===== src/rtl/argmax_l2_if.sv =====
// Handshake and data bundle between an argmax_l2 classifier and its host.
// master: host side (drives start/data/ack); slave: classifier side.
interface argmax_l2_if;
    logic         start;
    logic [199:0] acc_in_packed;
    logic         ack;
    logic         busy;
    logic         done;
    logic [3:0]   class_idx;
    logic [19:0]  max_score;
    logic [20:0]  margin;

    modport master (
        output start, acc_in_packed, ack,
        input  busy, done, class_idx, max_score, margin
    );

    modport slave (
        input  start, acc_in_packed, ack,
        output busy, done, class_idx, max_score, margin
    );
endinterface


===== src/rtl/argmax_l2.sv =====
// Sequential argmax over ten signed 20-bit accumulators, one lane per cycle.
// Reports winning index, winning score and margin to the runner-up.
// Build option: define ARGMAX_TIE_HIGH_EN to resolve ties toward the highest
// lane index; by default ties resolve toward the lowest index.
//
// state   | meaning
// --------+---------------------------------------------------------------
// IDLE    | waiting for start; last result held on the outputs
// SCAN    | walking lanes 0..9 of the snapshot, tracking best and second
// DONE    | result valid and frozen until ack
module argmax_l2 (
    input  logic        clk,
    input  logic        rst,
    argmax_l2_if.slave  bus
);
    localparam logic [1:0] ST_IDLE = 2'd0;
    localparam logic [1:0] ST_SCAN = 2'd1;
    localparam logic [1:0] ST_DONE = 2'd2;

    localparam logic signed [19:0] SCORE_MIN = 20'sh80000;

    logic [1:0]          state_q,      state_d;
    logic [3:0]          lane_q,       lane_d;
    logic [199:0]        snap_q,       snap_d;
    logic signed [19:0]  best_q,       best_d;
    logic signed [19:0]  second_q,     second_d;
    logic [3:0]          best_idx_q,   best_idx_d;
    logic [3:0]          res_idx_q,    res_idx_d;
    logic [19:0]         res_max_q,    res_max_d;
    logic [20:0]         res_margin_q, res_margin_d;

    logic signed [19:0]  lane_arr [16];
    logic signed [19:0]  lane_val;
    logic                lane_wins;
    logic [20:0]         diff;

    // Split the snapshot into lanes; unused upper slots read as zero.
    always_comb begin
        for (int i = 0; i < 16; i++) begin
            lane_arr[i] = '0;
        end
        for (int i = 0; i < 10; i++) begin
            lane_arr[i] = snap_q[i*20 +: 20];
        end
        lane_val = lane_arr[lane_q];
`ifdef ARGMAX_TIE_HIGH_EN
        lane_wins = (lane_val >= best_q);
`else
        lane_wins = (lane_val > best_q);
`endif
    end

    // Next-state, scan datapath and result capture.
    always_comb begin
        state_d      = state_q;
        lane_d       = lane_q;
        snap_d       = snap_q;
        best_d       = best_q;
        second_d     = second_q;
        best_idx_d   = best_idx_q;
        res_idx_d    = res_idx_q;
        res_max_d    = res_max_q;
        res_margin_d = res_margin_q;
        diff         = '0;

        case (state_q)
            ST_IDLE: begin
                if (bus.start) begin
                    snap_d  = bus.acc_in_packed;
                    lane_d  = 4'd0;
                    state_d = ST_SCAN;
                end
            end
            ST_SCAN: begin
                if (lane_q == 4'd0) begin
                    best_d     = lane_val;
                    best_idx_d = 4'd0;
                    second_d   = SCORE_MIN;
                end else if (lane_wins) begin
                    second_d   = best_q;
                    best_d     = lane_val;
                    best_idx_d = lane_q;
                end else if (lane_val > second_q) begin
                    second_d   = lane_val;
                end

                // Sign-extend both to 21 bits; the difference is always
                // non-negative and below 2^21, so it fits unsigned.
                diff = {best_d[19], best_d} - {second_d[19], second_d};

                if (lane_q == 4'd9) begin
                    state_d      = ST_DONE;
                    res_idx_d    = best_idx_d;
                    res_max_d    = best_d;
                    res_margin_d = diff;
                end else begin
                    lane_d = lane_q + 4'd1;
                end
            end
            ST_DONE: begin
                if (bus.ack) begin
                    state_d = ST_IDLE;
                end
            end
            default: begin
                state_d = ST_IDLE;
            end
        endcase
    end

    // State registers; reset abandons any classification in flight.
    always_ff @(posedge clk) begin
        if (rst) begin
            state_q      <= ST_IDLE;
            lane_q       <= '0;
            snap_q       <= '0;
            best_q       <= '0;
            second_q     <= '0;
            best_idx_q   <= '0;
            res_idx_q    <= '0;
            res_max_q    <= '0;
            res_margin_q <= '0;
        end else begin
            state_q      <= state_d;
            lane_q       <= lane_d;
            snap_q       <= snap_d;
            best_q       <= best_d;
            second_q     <= second_d;
            best_idx_q   <= best_idx_d;
            res_idx_q    <= res_idx_d;
            res_max_q    <= res_max_d;
            res_margin_q <= res_margin_d;
        end
    end

    assign bus.busy      = (state_q == ST_SCAN) || (state_q == ST_DONE);
    assign bus.done      = (state_q == ST_DONE);
    assign bus.class_idx = res_idx_q;
    assign bus.max_score = res_max_q;
    assign bus.margin    = res_margin_q;

endmodule


===== src/flat_wrapper.sv =====
// flat-port wrapper written by rule: the top's interface ports become plain ports
module argmax_l2_flat 
  (clk, rst, bus_start, bus_acc_in_packed, bus_ack, bus_busy, bus_done, bus_class_idx, bus_max_score, bus_margin);
  argmax_l2_if bus_i ();
  input  logic clk;
  input  logic rst;
  input wire logic [$bits(bus_i.start)-1:0] bus_start;
  input wire logic [$bits(bus_i.acc_in_packed)-1:0] bus_acc_in_packed;
  input wire logic [$bits(bus_i.ack)-1:0] bus_ack;
  output wire logic [$bits(bus_i.busy)-1:0] bus_busy;
  output wire logic [$bits(bus_i.done)-1:0] bus_done;
  output wire logic [$bits(bus_i.class_idx)-1:0] bus_class_idx;
  output wire logic [$bits(bus_i.max_score)-1:0] bus_max_score;
  output wire logic [$bits(bus_i.margin)-1:0] bus_margin;
  assign bus_i.start = bus_start;
  assign bus_i.acc_in_packed = bus_acc_in_packed;
  assign bus_i.ack = bus_ack;
  assign bus_busy = bus_i.busy;
  assign bus_done = bus_i.done;
  assign bus_class_idx = bus_i.class_idx;
  assign bus_max_score = bus_i.max_score;
  assign bus_margin = bus_i.margin;
  argmax_l2 u_core (.clk(clk), .rst(rst), .bus(bus_i));
endmodule

===== config.mk =====
export PLATFORM = sky130hd
export DESIGN_NAME = argmax_l2_flat
export DESIGN_NICKNAME = d
export VERILOG_FILES = /design/src/rtl/argmax_l2_if.sv /design/src/rtl/argmax_l2.sv /design/src/flat_wrapper.sv
export SDC_FILE = /design/constraint.sdc
export NUM_CORES = 1
export LEC_CHECK = 0
export ABC_CLOCK_PERIOD_IN_PS = 6640
export BUFFER_PORTS_ARGS = -buffer_cell sky130_fd_sc_hd__buf_2
export CELL_PAD_IN_SITES_DETAIL_PLACEMENT = 1
export CELL_PAD_IN_SITES_GLOBAL_PLACEMENT = 1
export CORE_MARGIN = 2
export CORE_UTILIZATION = 42
export CTS_CLUSTER_DIAMETER = 60
export DETAILED_ROUTE_END_ITERATION = 6
export PLACE_DENSITY = 0.82
export SYNTH_ARGS = -nofsm -noshare
export SYNTH_HDL_FRONTEND = slang
export SYNTH_SLANG_ARGS = --single-unit

===== constraint.sdc =====
create_clock -name clk -period 6.64 [get_ports clk]
set_input_delay 0.996 -clock clk [delete_from_list [all_inputs] [get_ports clk]]
set_output_delay 0.996 -clock clk [all_outputs]
set_load 0.03 [all_outputs]

==> results.json <==
{
  "run_status": "completed",
  "synth_top_family_by_area": "compound AO/OA/AOI/OAI gates",
  "grtUsageMet1_pct": 34.9,
  "fillerInstances": 4158,
  "die_w_um": 191,
  "dp_cells": 2393,
  "cts_tree": "yes",
  "die_area_um2": 36600,
  "rows": 68,
  "vdd_drop_max_mv": 0.192,
  "min_from": "u_core.bus.margin[2]",
  "gp_congestion": 0.864,
  "insertion_delay_ns": 0.52,
  "post_drt_wl_per_cell_um": 19.5,
  "holdBufCountCts": 0,
  "synth_xor_area_share_pct": 0.773,
  "cts.path.max_buffers": 3,
  "multi_input_area_um2": 8060,
  "setup_ws_ns": 0.308,
  "synth-simple-area-share_pct": 19.1,
  "worst_pin_slew_ns": 1.13,
  "p_per_area_nw_per_um2": 307,
  "start_util_pct": 42.7,
  "gr-usage-all-layers_pct": 26.1,
  "synth_fp_nets": 2072,
  "synth_edf_count": 0,
  "endpoint_kind": "register",
  "dp_hpwl_um": 34000,
  "grt-busiest-layer": "met2",
  "grtUsageMet3_pct": 4.17,
  "core_um2": 34500,
  "crit_start": "u_core.lane_q[0]",
  "clk_pin_slew_ns": 0.06,
  "synthArstFlopShare_pct": 0,
  "yosysMostFrequentCell": "nand2_1",
  "startpoint_type": "register",
  "overflow": 0,
  "seq_area_frac_synth_pct": 40.1,
  "die_h_um": 191,
  "pre_cts_ws_ns": 0.267,
  "nets": 2252,
  "fin_area_um2": 17500,
  "max_stage_delay_ns": 0.58,
  "wl_um": 48000,
  "synth_top_area_cell": "dfxtp_1",
  "grt_first_pass_wirelength_um": 76500,
  "crit_path_max_fanout": 35,
  "drtIter0Drc": 705,
  "drv_cap": 0,
  "netlist_top_cells_area": "dfxtp_1 (40%), nand2_1 (11%), a21oi_1 (8.4%)",
  "crit_required_ns": 7.01,
  "synthTopCellsByCount": "nand2_1 (450), dfxtp_1 (295), a21oi_1 (246)",
  "stdcell_count": 2463,
  "ys_ff_latch": 295,
  "p_leak_nw": 6.85,
  "hold_viol": 0,
  "yosysUniqueCellTypes": 64,
  "grt_use_met2_pct": 43.5,
  "clock-sinks": 295,
  "drc_errors": 0,
  "r2r_start": "u_core.lane_q[0]",
  "fin_skew_ns": 0.0185,
  "muxShareOfSynthArea_pct": 8.90,
  "fin_tns_setup_ns": 0,
  "dpl_cell_area_um2": 16300,
  "grt_pass1_vias": 14300,
  "synth_fa_ha_area_share_pct": 5.74,
  "yosysWarnings": 0,
  "antenna_found_initial": 1,
  "h-tree-depth": 2,
  "fmax_mhz": 158,
  "synth.top_cell.area_share_pct": 40.1,
  "cp_data_arrival_time_ns": 6.70,
  "io_buffers": 250,
  "synth-compound-area-share_pct": 19.9,
  "synth.cell_area_um2": 14700,
  "worst-setup-path-type": "reg2reg",
  "synthCells": 1801,
  "setup_violations": 0,
  "area_growth_pct": 18.8,
  "max_slew_margin_pct": 24.5,
  "min_period_ns": 6.33,
  "rsz0062_at_grt": "false",
  "ant_nets": 0,
  "critPathSlowestCell": "mux4_2",
  "crit_top_cell": "o21a_1",
  "hold_path.class": "reg2reg",
  "ys.flop_type": "dfxtp_1",
  "viasPerCell": 5.66,
  "crit_chain": "buf_12 -> mux4_2 -> mux2i_1 -> o22ai_2 -> ha_1 -> a21oi_1 -> o21a_1 -> o21ai_1 -> a211oi_1 -> a21boi_2 -> o21a_4 -> o211ai_1 -> a21oi_1 -> ha_1 -> fa_1 -> nor2b_1 -> o211ai_1 -> a211o_1 -> a21boi_1 -> o21a_1 -> o21a_1 -> o31ai_1 -> nor2b_1",
  "ios": 251,
  "grt_max_degree": 116,
  "seqCellArea_um2": 5910,
  "post-route-period-util_pct": 95.4,
  "dr.pass1.iters": 5,
  "maxSlewViolCount": 0,
  "cts_buffers": 37,
  "syn_avg_cell_area_um2": 8.18,
  "vias": 14000,
  "drive_above_1_share_pct": 19.9,
  "cts-root-buf": "clkbuf_16"
}
-- metrics by stage --
step	utilization, %	total power [W]	hold slack, ns
after CTS	50.6	0.00537	0.451
after detailed placement	47.1	0.00339	0.444
final	50.7	0.00538	0.449
after global placement	47.1	0.00335	0.436
after floorplan	-	0.00297	0.433
after global routing	50.7	0.00565	0.467
-- cell type report --
| cell class | instances | area share, % |
|---|---|---|
| flip-flops and latches | 295 | 33.8 |
| clock inverters | 12 | 0.707 |
| well taps | 455 | 3.25 |
| diodes | 2 | 0.0286 |
| inverters | 68 | 1.46 |
| multi-input cells | 1300 | 46.0 |
| repair buffers | 279 | 8.72 |
| clock buffers | 52 | 6.07 |
-- report_power, final --
part           internal, W  leakage (nW)  switching, W
combinational     0.000514          3.85      0.000921
sequential         0.00189          2.41     0.0000762
clock              0.00119         0.587      0.000786
-- critical path, delay by kind of cell (launching register included) --
kind | cells | cell delay (ns)
fa+ha+maj | 3 | 1.00
flops | 1 | 0.52
mux | 2 | 0.93
buf+inv | 1 | 0.30
compound gates | 15 | 3.08
simple gates | 2 | 0.32
-- cell families (layout without fill, tap and decap cells) --
| kind of cell | count (synthesis) | after routing |
|---|---|---|
| flops | 295 | 295 |
| buf+inv | 206 | 411 |
| fa+ha+maj | 67 | 67 |
| mux | 81 | 81 |
| xor+xnor | 13 | 13 |
| simple gates | 664 | 664 |
| other cells | 0 | 2 |
| compound gates | 475 | 475 |
-- final timing paths --
check                                             end  slack (ns)  cells past startpoint
worst max-delay path            u_core.bus.margin[16]        0.31                     23
worst min register to register   u_core.bus.margin[2]        0.45                      2
worst min-delay path             u_core.bus.margin[2]        0.45                      2
worst max register to register  u_core.bus.margin[16]        0.31                     23
-- metal layers --
| metal | up-vias | part of all wire, % |
|---|---|---|
| met3 | 83 | 6.0 |
| li1 | 6643 | - |
| met1 | 6803 | 44 |
| met2 | 421 | 47 |
| met4 | 0 | 2.6 |
| met5 | - | 0 |
-- layout by cell type (no fill, tap or decap), types with 19 or more instances in the layout --
cell,count
nand2_1,449
dfxtp_1,293
buf_2,249
a21oi_1,246
nor2_1,92
inv_1,68
ha_1,66
o21ai_0,56
nand4_1,45
mux2i_1,41
mux4_2,40
clkbuf_16,37
a211oi_1,34
o21a_1,25
nor3_1,25
buf_4,25
a221o_1,19
-- sequential cells by signal, summed over array words and instances (netlist names) --
signal and flops:
u_core.best_q 20, u_core.lane_q 4, u_core.snap_q 200, u_core.best_idx_q 4, u_core.bus.max_score 20, u_core.bus.class_idx 4
u_core.second_q 20, u_core.state_q 2, u_core.bus.margin 21
-- timing repair --
action,in CTS,in global routing
buffers inserted,0,4
gates resized for setup,0,2
setup endpoints to repair,0,5
Power figures use the tool's default switching activity.
